<file path="src/rtl/hf_pkg.sv">
// Shared definitions for the HF subcarrier demodulator: timestamp FSM encoding
// and subcarrier mode constants.
package hf_pkg;

    localparam int unsigned SC_LOG2_848K = 4;
    localparam int unsigned SC_LOG2_424K = 5;

    typedef enum logic [1:0] {
        TS_IDLE  = 2'd0,
        TS_PAUSE = 2'd1,
        TS_COUNT = 2'd2,
        TS_DONE  = 2'd3
    } ts_state_e;

endpackage

</file>
<file path="src/rtl/hf_edge_filter.sv">
// Edge filter over a 4-deep ADC history plus per-window extreme tracking;
// decides whether the last window saw both a strong fall and a strong rise.
module hf_edge_filter
    import hf_pkg::*;
#(
    parameter int unsigned ADC_W = 8
) (
    input  logic             clk,
    input  logic             rst_n,
    input  logic             enable,
    input  logic             decide,
    input  logic [ADC_W-1:0] adc_d,
    input  logic [ADC_W+2:0] threshold,
    output logic             curbit
);

    localparam int unsigned F_W = ADC_W + 3;
    localparam int unsigned C_W = ADC_W + 4;

    logic [ADC_W-1:0]      x1, x2, x3, x4;
    logic signed [F_W-1:0] fall_max, rise_min;

    logic [F_W-1:0]        pos_c, neg_c;
    logic signed [F_W-1:0] f_c;
    logic                  f_pos_c;
    logic signed [C_W-1:0] fall_ext_c, rise_ext_c, thr_pos_c, thr_neg_c;

    // One extra bit keeps -threshold and the extremes comparable without overflow.
    always_comb begin
        pos_c      = F_W'({x4, 1'b0}) + F_W'(x3);
        neg_c      = F_W'({adc_d, 1'b0}) + F_W'(x1);
        f_c        = $signed(pos_c - neg_c);
        f_pos_c    = !f_c[F_W-1] && (f_c != '0);
        fall_ext_c = {fall_max[F_W-1], fall_max};
        rise_ext_c = {rise_min[F_W-1], rise_min};
        thr_pos_c  = $signed({1'b0, threshold});
        thr_neg_c  = -thr_pos_c;
    end

    always_ff @(posedge clk or negedge rst_n) begin
        if (!rst_n) begin
            x1       <= '0;
            x2       <= '0;
            x3       <= '0;
            x4       <= '0;
            fall_max <= '0;
            rise_min <= '0;
            curbit   <= 1'b0;
        end else if (!enable) begin
            x1       <= '0;
            x2       <= '0;
            x3       <= '0;
            x4       <= '0;
            fall_max <= '0;
            rise_min <= '0;
            curbit   <= 1'b0;
        end else begin
            x1 <= adc_d;
            x2 <= x1;
            x3 <= x2;
            x4 <= x3;
            if (decide) begin
                curbit   <= (fall_ext_c > thr_pos_c) && (rise_ext_c < thr_neg_c);
                fall_max <= '0;
                rise_min <= '0;
            end else if (f_pos_c) begin
                if (f_c > fall_max) fall_max <= f_c;
            end else begin
                if (f_c < rise_min) rise_min <= f_c;
            end
        end
    end

endmodule

</file>
<file path="src/rtl/hf_subcarrier_demod.sv">
// HF tag subcarrier demodulator: window-based edge detector, SSP serialiser
// and reader-pause-to-response latency timestamp.
module hf_subcarrier_demod
    import hf_pkg::*;
#(
    parameter int unsigned ADC_W      = 8,
    parameter int unsigned SC_LOG2    = SC_LOG2_848K,
    parameter int unsigned RST_PHASE  = 3,
    parameter int unsigned FRAME_BITS = 8,
    parameter int unsigned TS_W       = 16
) (
    input  logic             ck_1356meg,
    input  logic             nrst,
    input  logic             enable,
    input  logic [ADC_W-1:0] adc_d,
    input  logic [ADC_W+2:0] threshold,
    input  logic             mod_sig_coil,
    output logic             curbit,
    output logic             ssp_clk,
    output logic             ssp_frame,
    output logic             ssp_din,
    output logic [TS_W-1:0]  ts_value,
    output logic             ts_valid,
    output logic             ts_ovf
);

    localparam int unsigned BC_W = (FRAME_BITS > 1) ? $clog2(FRAME_BITS) : 1;
    localparam logic [SC_LOG2-1:0] PH_LAST = '1;
    localparam logic [SC_LOG2-1:0] PH_DEC  = SC_LOG2'(RST_PHASE);
    localparam logic [BC_W-1:0]    BC_LAST = BC_W'(FRAME_BITS - 1);
    localparam logic [TS_W-1:0]    TS_MAX  = '1;

    logic [SC_LOG2-1:0] phase;
    logic [BC_W-1:0]    bitcnt;
    logic [TS_W-1:0]    ts_cnt;
    logic               curbit_d;
    ts_state_e          ts_state;

    logic [SC_LOG2-1:0] phase_nxt_c;
    logic [BC_W-1:0]    bitcnt_nxt_c;
    logic               decide_c;
    logic               curbit_rise_c;

    always_comb begin
        phase_nxt_c   = phase + SC_LOG2'(1);
        bitcnt_nxt_c  = (bitcnt == BC_LAST) ? '0 : bitcnt + BC_W'(1);
        decide_c      = (phase == PH_DEC);
        curbit_rise_c = curbit && !curbit_d;
    end

    hf_edge_filter #(
        .ADC_W(ADC_W)
    ) u_filter (
        .clk      (ck_1356meg),
        .rst_n    (nrst),
        .enable   (enable),
        .decide   (decide_c),
        .adc_d    (adc_d),
        .threshold(threshold),
        .curbit   (curbit)
    );

    // ssp_clk/ssp_din/ssp_frame are computed from the next phase so they line up with phase itself.
    always_ff @(posedge ck_1356meg or negedge nrst) begin
        if (!nrst) begin
            phase     <= '0;
            bitcnt    <= '0;
            ssp_clk   <= 1'b0;
            ssp_frame <= 1'b0;
            ssp_din   <= 1'b0;
            curbit_d  <= 1'b0;
            ts_state  <= TS_IDLE;
            ts_cnt    <= '0;
            ts_value  <= '0;
            ts_valid  <= 1'b0;
            ts_ovf    <= 1'b0;
        end else if (!enable) begin
            phase     <= '0;
            bitcnt    <= '0;
            ssp_clk   <= 1'b0;
            ssp_frame <= 1'b0;
            ssp_din   <= 1'b0;
            curbit_d  <= 1'b0;
            ts_state  <= TS_IDLE;
            ts_cnt    <= '0;
            ts_value  <= '0;
            ts_valid  <= 1'b0;
            ts_ovf    <= 1'b0;
        end else begin
            phase    <= phase_nxt_c;
            ssp_clk  <= !phase_nxt_c[SC_LOG2-1];
            curbit_d <= curbit;
            ts_valid <= 1'b0;
            if (phase == PH_LAST) begin
                ssp_din   <= curbit;
                bitcnt    <= bitcnt_nxt_c;
                ssp_frame <= (bitcnt_nxt_c == '0);
            end
            // A new reader pause always wins over a coincident tag response.
            unique case (ts_state)
                TS_IDLE: begin
                    if (mod_sig_coil) ts_state <= TS_PAUSE;
                end
                TS_PAUSE: begin
                    if (!mod_sig_coil) begin
                        ts_state <= TS_COUNT;
                        ts_cnt   <= '0;
                    end
                end
                TS_COUNT: begin
                    if (mod_sig_coil) begin
                        ts_state <= TS_PAUSE;
                    end else if (curbit_rise_c) begin
                        ts_state <= TS_DONE;
                        ts_value <= ts_cnt;
                        ts_valid <= 1'b1;
                    end else if (ts_cnt == TS_MAX) begin
                        ts_state <= TS_DONE;
                        ts_value <= TS_MAX;
                        ts_valid <= 1'b1;
                        ts_ovf   <= 1'b1;
                    end else begin
                        ts_cnt <= ts_cnt + TS_W'(1);
                    end
                end
                TS_DONE: begin
                    if (mod_sig_coil) begin
                        ts_state <= TS_PAUSE;
                        ts_ovf   <= 1'b0;
                    end
                end
                default: ts_state <= TS_IDLE;
            endcase
        end
    end

endmodule

</file>
<file path="config.mk">
export PLATFORM = sky130hd
export DESIGN_NAME = hf_subcarrier_demod
export DESIGN_NICKNAME = d
export VERILOG_FILES = /design/src/rtl/hf_pkg.sv /design/src/rtl/hf_edge_filter.sv /design/src/rtl/hf_subcarrier_demod.sv
export SDC_FILE = /design/constraint.sdc
export NUM_CORES = 1
export LEC_CHECK = 0
export CAP_MARGIN = 20
export CORE_UTILIZATION = 54
export CTS_CLUSTER_SIZE = 12
export DETAILED_ROUTE_END_ITERATION = 8
export DONT_BUFFER_PORTS = 1
export GPL_ROUTABILITY_DRIVEN = 0
export GPL_TIMING_DRIVEN = 0
export HOLD_SLACK_MARGIN = 0.12
export PLACE_DENSITY = 0.73
export SLEW_MARGIN = 0
export SYNTH_ARGS = -nofsm -noshare
export SYNTH_HDL_FRONTEND = slang
export SYNTH_HIERARCHICAL = 1
export SYNTH_SLANG_ARGS = --single-unit
</file>
<file path="constraint.sdc">
create_clock -name ck_1356meg -period 4.9 [get_ports ck_1356meg]
set_input_delay 0.735 -clock ck_1356meg [delete_from_list [all_inputs] [get_ports ck_1356meg]]
set_output_delay 0.735 -clock ck_1356meg [all_outputs]
set_load 0.005 [all_outputs]
</file>
==> impl_results.md, run 1 <==
* Final layout net count at 782
* Synth Flop Type: dfrtp_1
* Most common cell after layout, fill and taps aside: dfrtp_1
* Worst-Skew Late Latency at approximately 0.35 ns
* Port Buffer Count at 0
* LEAKAGE at ~3.3 nW
* Critical Path Start Type: flop
* Final Hold Vio Count at 0
* Max incr delay on CP at 0.53 ns
* Crit Path Class: flop to flop
* Initial Util at a little under three fifths
* Register bit count reported by yosys at between 100 and 150
* CTS tree: yes
* FP Rows at 40
* Met3 Usage GRT at under 10%
* Via-to-Cell Ratio at slightly above 6
* WL/cell at 17.5 um
* Vias at 5044
* Final clock skew at 0.00648 ns
* Multi-input gate area at about 0.0038 mm^2
* I/O Pins at 45
* Hold Slack at about 0.31 ns
* Vias in the first global route at 5059
* Worst Path Arrival at between 4 and 5 ns
* Final worst setup slack at 0.158 ns
* Synth top area cells: dfrtp_1 39%, ha_1 12%, inv_1 4.3%
* Total Negative Setup Slacks at 0 ns
* CP Capture Type: flop
* CP cell instances: fa_1, fa_1, inv_1, ha_2, o21ai_1, o2bb2ai_2, a211o_1, nor3_4, inv_2, ha_1, nand3_1, nor3_2, a21oi_1, a211o_1, a41oi_2, buf_6, mux2i_1, nor2_1
* Maximum vdd drop at between 0.15 and 0.2 mV
* Remaining Overflow, GRT at 0
* Post-Route WL at about 15000 um
* Max Fclk at ~210 MHz
* Seq/Total Area, Yosys at 38.6%
* Number of max-cap violations at 0
* Finished Core Util at between 60% and 70%
* Die area at roughly 0.013 mm^2
* Tot GR Track Use at 24.2%
* Top cell type's share of synthesized area at between 30% and 40%
* Largest net degree at the start of global routing at roughly 100
* Pwr Total at roughly 2.8 mW
* Power Density at approximately 390 mW/mm^2
* DPL Wire Length at between 10000 and 15000 um
* Critical path required time at 5.12 ns
* First-pass GRT wire length at between 20000 and 25000 um
* Reg clk slew, reported paths at approximately 0.060 ns
* H-tree Lvls at 3
* Crit path time final at ~4.7 ns
* Die Span Y at roughly 110 um
* Syn_nets at roughly 760
* CTS Buf Count at 9
* Slew margin rel. at about 55%
* Count of cell types in the netlist at 81
* Clock sinks at 102
* Area delta synth->final at 10.1%
* Diode count at 0
* First-pass DRT Iterations at 5
* Syn Std Cell Area at roughly 0.0066 mm^2
* Final Max Slew Viols at 0
* Yosys warns at 6
* Status: completed
* Hold Path Class: input pin to async pin
* Ys async rst share at 100%
* Residual DRC at 0
* Most used routing layer in global routing: met2
* Post-synth top area cell: dfrtp_1
* CTS Buffer Depth at 2
* Layout cells sized above 1 at a little under an eighth
* Final period util at 96.8%
* Reg area at roughly 0.0026 mm^2
* Die X at about 110 um
* GR Util met1 at 30.4%
* Worst Tran Pin Value at around 0.67 ns
* CTS Root Cell: clkbuf_16
* M2 GR Usage at roughly two fifths
* Cells after Synth at between 600 and 700
* Number of synthesized flops with an enable pin at 0
* Setup Viol. Count Final at 0
* Area of the core at ~0.012 mm^2
* Syn avg cell area at just over 10 um^2
* Most frequent cells in the layout: 102 x dfrtp_1, 75 x inv_1, 62 x ha_1
* Crit-path slowest cell: fa_1
* Initial antenna violation count at 0
* DP Worst Slack at -0.635 ns
* Fill cells at between 1000 and 1500
* Worst Path Max Fanout at 10
* Final ANT Viol Nets at 0
* Initial drt markers at between 200 and 300
## final cells by class
| type | instances | share of cell area [%] |
|---|---|---|
| Buffer | 18 | 1.36 |
| Sequential cell | 102 | 35.0 |
| Tap cell | 147 | 2.52 |
| Timing Repair Buffer | 13 | 1.61 |
| Clock inverter | 3 | 0.309 |
| Clock buffer | 12 | 3.25 |
| Inverter | 78 | 4.02 |
| Multi-Input combinational cell | 458 | 51.9 |
## stage by stage
step / cells / area [um^2]
final: 831 / 7290
after global routing: 831 / 7290
after CTS: 819 / 7130
after detailed placement: 803 / 6810
after global placement: 803 / 6810
after floorplan: 656 / 6620
## path summary, 6_finish.rpt
path / from / to / depth (start not counted) / slack [ns]
min in group ck_1356meg: u_filter/x2[5]$_DFF_PN0_ / u_filter/x3[5]$_DFF_PN0_ / 1 / 0.46
worst max-delay path: u_filter/x1[4]$_DFF_PN0_ / u_filter/fall_max[4]$_DFFE_PN0P_ / 18 / 0.16
worst min-delay path: nrst / bitcnt[2]$_DFFE_PN0P_ / 1 / 0.31
worst max register to register: u_filter/x1[4]$_DFF_PN0_ / u_filter/fall_max[4]$_DFFE_PN0P_ / 18 / 0.16
max in group asynchronous: nrst / u_filter/x2[7]$_DFF_PN0_ / 1 / 4.19
worst min register to register: u_filter/x2[5]$_DFF_PN0_ / u_filter/x3[5]$_DFF_PN0_ / 1 / 0.46
## synthesized netlist by cell type (3+ instances only)
cell	count
o2bb2ai_1	5
o221a_1	10
a311o_1	3
a22o_1	3
and4_1	3
a211oi_1	6
xor2_1	6
o21a_1	7
mux2i_1	6
nand2_1	31
nand3_1	27
xnor2_1	12
or3_1	6
a21boi_0	4
nor2b_1	16
dfrtp_1	102
nor3b_1	4
clkbuf_1	10
a32o_1	4
a21o_1	7
nor3_1	23
and2_1	36
ha_1	66
nor2_1	26
o221a_2	6
a21oi_1	23
o211ai_1	5
inv_1	76
buf_2	3
fa_1	13
nand4_1	5
and3_1	5
o21ai_1	7
nand2b_1	5
o31ai_1	6
o21ai_0	21
buf_6	3
## power breakdown
| part | internal [mW] | switching (mW) |
|---|---|---|
| logic | 0.509 | 0.712 |
| clock network | 0.343 | 0.301 |
| registers | 0.909 | 0.0730 |
| total | 1.76 | 1.09 |
## worst max-delay path, delay by kind of cell, from the launching register on
family | cells | cell delay, ns
AO/OA/AOI/OAI | 6 | 1.30
flip-flops | 1 | 0.40
multiplexers | 1 | 0.19
AND/OR/NAND/NOR | 4 | 0.66
adder cells (fa/ha/maj) | 4 | 1.70
buffers and inverters | 3 | 0.36
## logic make-up (layout without fill, tap and decap cells)
kind of cell,Yosys count,after routing,share of synthesized area [%]
XOR/XNOR,18,18,2.38
AND/OR/NAND/NOR,206,206,17.5
buffers and inverters,96,124,5.92
flip-flops,102,102,38.6
multiplexers,7,7,1.08
adder cells (fa/ha/maj),79,79,16.4
AO/OA/AOI/OAI,148,148,18.1
## timing repair
item,4_1_cts,5_1_grt
endpoints found under the hold margin,102,0
endpoints found under the setup margin,13,19
gates resized for setup,5,12
hold buffers,1,0
pin swaps,1,8
buffers inserted,0,12
## flip-flops by register name, indices dropped and copies added, names as in the netlist, 2 cells and up
register           count
ts_state               2
bitcnt                 3
u_filter/fall_max     11
phase                  4
ts_cnt                16
u_filter/rise_min     11
u_filter/x2            8
ts_value              16
u_filter/x1            8
u_filter/x3            8
u_filter/x4            8
## routing by layer
layer	share of wire (%)	up-vias
met5	0	-
met4	1.9	0
met3	4.0	32
met2	50	139
met1	44	2483
li1	-	2390
No activity file was read; power rests on OpenSTA's default activity.
==> inputs of run 2 (changes only) <==
--- a/config.mk
+++ b/config.mk
@@ -5,15 +5,16 @@
 export SDC_FILE = /design/constraint.sdc
 export NUM_CORES = 1
 export LEC_CHECK = 0
+export ABC_AREA = 1
 export CAP_MARGIN = 20
 export CORE_UTILIZATION = 54
-export CTS_CLUSTER_SIZE = 12
+export CTS_CLUSTER_SIZE = 10
 export DETAILED_ROUTE_END_ITERATION = 8
 export DONT_BUFFER_PORTS = 1
 export GPL_ROUTABILITY_DRIVEN = 0
 export GPL_TIMING_DRIVEN = 0
 export HOLD_SLACK_MARGIN = 0.12
-export PLACE_DENSITY = 0.73
+export PLACE_DENSITY = 0.7
 export SLEW_MARGIN = 0
 export SYNTH_ARGS = -nofsm -noshare
 export SYNTH_HDL_FRONTEND = slang
==> constraint.sdc (replaced) <==
create_clock -name ck_1356meg -period 5.4 [get_ports ck_1356meg]
set_input_delay 0.81 -clock ck_1356meg [delete_from_list [all_inputs] [get_ports ck_1356meg]]
set_output_delay 0.81 -clock ck_1356meg [all_outputs]
set_load 0.005 [all_outputs]
==> run 2 against run 1 <==
Core utilization fell by 1.7 points. Sequential power fell by 5.5%. Sequential share of layout area fell by 0.87 points. Routed wire length rose by 0.14%. Via count rose by 10%. Total power fell by 12%. Critical path depth rose by 4. Clock power barely moved. Count of clock-buffer cells in the layout did not move. Design area rose by 2.5%. Combinational power fell by 24%. Worst setup slack improved by 0.72 ns. Critical path type is now input pin to flop.
==> impl_results.md, run 2 <==
* Power Density at 335 mW/mm^2 (-14%)
* Slew margin rel. at 63.7% (+8.6 points)
* Most frequent cells in the layout: 259 x nand2_1, 159 x inv_1, 102 x dfrtp_1
* Final Hold Vio Count at 0 (unchanged)
* RSZ-0062 raised after global routing: false
* Crit Path Class: input pin to flop
* Count of cell types in the netlist at 39 (-52%)
* Final layout net count at 1026 (+31%)
* Hold Path Class: input pin to async pin
* Clock sinks at 102 (unchanged)
* Worst Path Max Fanout at 10 (unchanged)
* CP Capture Type: flop
* Synth top area cells: dfrtp_1 37%, nand2_1 14%, ha_1 12%
* Post-synth top area cell: dfrtp_1
* Vias in the first global route at 5034 (-0.49%)
* Hold Buf Count CTS at 0 (-1)
* Initial drt markers at 301 (+7.9%)
* Die X at 116 um (+2.5%)
* Most numerous cell in the Yosys netlist: nand2_1
* Largest family of logic cells by synthesized area: simple AND/OR/NAND/NOR gates
* Remaining Overflow, GRT at 0 (unchanged)
* Total Negative Setup Slacks at 0 ns (unchanged)
* Die area at 0.0134 mm^2 (+5.2%)
* Initial Util at 55.2% (-0.14 points)
* Syn Std Cell Area at 0.00696 mm^2 (+5.2%)
* CTS Buffer Depth at 2 (unchanged)
* Final Max Slew Viols at 0 (unchanged)
* CTS resizes at 0 (-5)
* Area of the core at 0.0126 mm^2 (+5.5%)
* Post-synth top cells: 259 x nand2_1, 159 x inv_1, 102 x dfrtp_1
* Setup Viol. Count Final at 0 (unchanged)
* WL/cell at 13.2 um (-24%)
* Most common cell after layout, fill and taps aside: nand2_1
* Tot GR Track Use at 23.2% (-1.0 points)
* Synth Area in Adders at 15.6% (-0.82 points)
* Register bit count reported by yosys at 102 (unchanged)
* Status: completed
* Seq/Total Area, Yosys at 36.7% (-1.9 points)
* Worst-Skew Late Latency at 0.35 ns (about the same)
* LEAKAGE at 4.18 nW (+26%)
* Post-Route WL at 14500 um (+0.14%)
* FP Rows at 41 (+2.5%)
* Maximum vdd drop at 0.227 mV (+14%)
* Cells after Synth at 913 (+39%)
* Syn avg cell area at 7.63 um^2 (-24%)
* Syn_nets at 1015 (+34%)
* DPL Wire Length at 10900 um (+3.4%)
* Pwr Total at 2.50 mW (-12%)
* Critical Path Start Type: input pin
* Initial antenna violation count at 0 (unchanged)
* Top cell type's share of synthesized area at 36.7% (-1.9 points)
* Post-CTS setup buffers at 0 (unchanged)
* Compound-gate portion of the synthesized area at 5.82% (-12 points)
* Via-to-Cell Ratio at 5.05 (-17%)
* Final period util at roughly 84%
* Post-Synth Simple-Gate Area at 29.4% (+12 points)
* CTS tree: yes
* Reg clk slew, reported paths at 0.07 ns (about the same)
* Final clock skew at 0.00919 ns (+0.00271 ns)
* Number of synthesized flops with an enable pin at 0 (unchanged)
* Yosys warns at 6 (unchanged)
* Ys async rst share at 100% (unchanged)
* Layout cells sized above 1 at 8.93% (-2.9 points)
* Synth Flop Type: dfrtp_1
* Post-Synth XOR/XNOR Area at 1.38% (-1.0 points)
* First-pass GRT wire length at 23900 um (-1.5%)
* Worst Tran Pin Value at 0.544 ns (-0.129 ns)
* Final ANT Viol Nets at 0 (unchanged)
* Max Fclk at between 200 and 250 MHz
* Finished Core Util at 59.2% (-1.7 points)
* Die Span Y at 116 um (+2.5%)
* Crit path time final at about 4.5 ns
* Port Buffer Count at 0 (unchanged)
* Diode count at 0 (unchanged)
* CTS Root Cell: clkbuf_16
* Residual DRC at 0 (unchanged)
* Worst Path Arrival at 4.81 ns (-0.15 ns)
* Largest regs: ts_cnt x16, ts_value x16
* First-pass DRT Iterations at 7 (+2)
* CTS Buf Count at 9 (unchanged)
* Area delta synth->final at 7.31%
* Critical path required time at 5.69 ns (+0.57 ns)
* Vias at 5555 (+10%)
* Number of max-cap violations at 0 (unchanged)
* Post-synthesis mux area share at 0.162% (-0.92 points)
* Largest net degree at the start of global routing at 103 (unchanged)
* H-tree Lvls at 3 (unchanged)
* I/O Pins at 45 (unchanged)
[run 2: cell types whose count changed after synthesis, sizes merged, moves of 11 or more]
cell | previous run | this run
and2 | 37 | 0
inv | 78 | 167
nand2 | 31 | 275
nand3 | 29 | 81
nand4 | 6 | 20
nor2 | 27 | 66
nor2b | 16 | 0
nor3 | 25 | 6
o221a | 16 | 0
xnor2 | 12 | 1
[run 2: worst paths after layout]
kind / from / end / slack [ns] / cells after the start
hold / removal: nrst / ts_value[6]$_DFFE_PN0P_ / 0.15 / 0
max in group asynchronous: nrst / ts_state[0]$_DFFE_PN0P_ / 5.03 / 0
hold reg to reg: u_filter/x2[4]$_DFF_PN0_ / u_filter/x3[4]$_DFF_PN0_ / 0.44 / 2
setup / recovery: adc_d[6] / u_filter/rise_min[6]$_DFFE_PN0P_ / 0.88 / 22
min in group ck_1356meg: u_filter/x2[4]$_DFF_PN0_ / u_filter/x3[4]$_DFF_PN0_ / 0.44 / 2
setup reg to reg: u_filter/x1[7]$_DFF_PN0_ / u_filter/rise_min[6]$_DFFE_PN0P_ / 0.93 / 22
[run 2: cell type report]
class / count / area [um^2]
Fill cell: 1208 / 5150
Clock buffer: 12 / 267
Multi-Input combinational cell: 621 / 3640
Clock inverter: 4 / 27.5
Buffer: 21 / 131
Sequential cell: 102 / 2550
Tap cell: 172 / 215
Inverter: 169 / 634
[run 2: routing by layer]
layer  GRT usage [%]  part of all wire, %  vias up
met5               0                    0        -
met4            8.92                  1.7        0
met3            4.55                  5.3       20
met2            34.5                   42      112
met1            33.5                   51     2544
li1                -                    -     2879
[run 2: stage by stage]
| stage | std cells | area [um^2] | hold slack (ns) | setup slack, ns |
|---|---|---|---|---|
| floorplan | 913 | 6960 | 0.409 | 1.16 |
| global placement | 1085 | 7180 | 0.414 | 0.637 |
| global route | 1101 | 7470 | 0.130 | 0.611 |
| CTS | 1101 | 7470 | 0.134 | 0.892 |
| detailed placement | 1085 | 7180 | 0.427 | 0.586 |
| finish | 1101 | 7470 | 0.149 | 0.878 |
[run 2: where the power goes]
part	internal, mW	switching (mW)	leakage [nW]	total [mW]
Combinational	0.353	0.576	2.65	0.929
Sequential	0.840	0.0877	1.38	0.928
Clock	0.352	0.294	0.149	0.645
[run 2: worst max-delay path, cell delays in order]
cell and delay (ns):
fa_1 0.49, fa_1 0.52, inv_1 0.04, ha_1 0.35, nand2_1 0.09, nor2_1 0.11, nand3_1 0.11, nand2_1 0.08
nand2_1 0.07, nand2_1 0.07, a21o_1 0.22, inv_1 0.11, ha_1 0.33, nand2_1 0.11, nor3_1 0.24, nand4_1 0.16
nand3_1 0.12, nor2_1 0.05, a21oi_1 0.25, buf_2 0.30, nand3_1 0.10, nand2_1 0.07
[run 2: cells by family (layout without fill, tap and decap cells)]
group / Yosys count / count (layout)
AND/OR/NAND/NOR: 457 / 457
XOR/XNOR: 11 / 11
flip-flops: 102 / 102
multiplexers: 1 / 1
AO/OA/AOI/OAI: 73 / 73
adder cells (fa/ha/maj): 79 / 79
buffers and inverters: 190 / 206
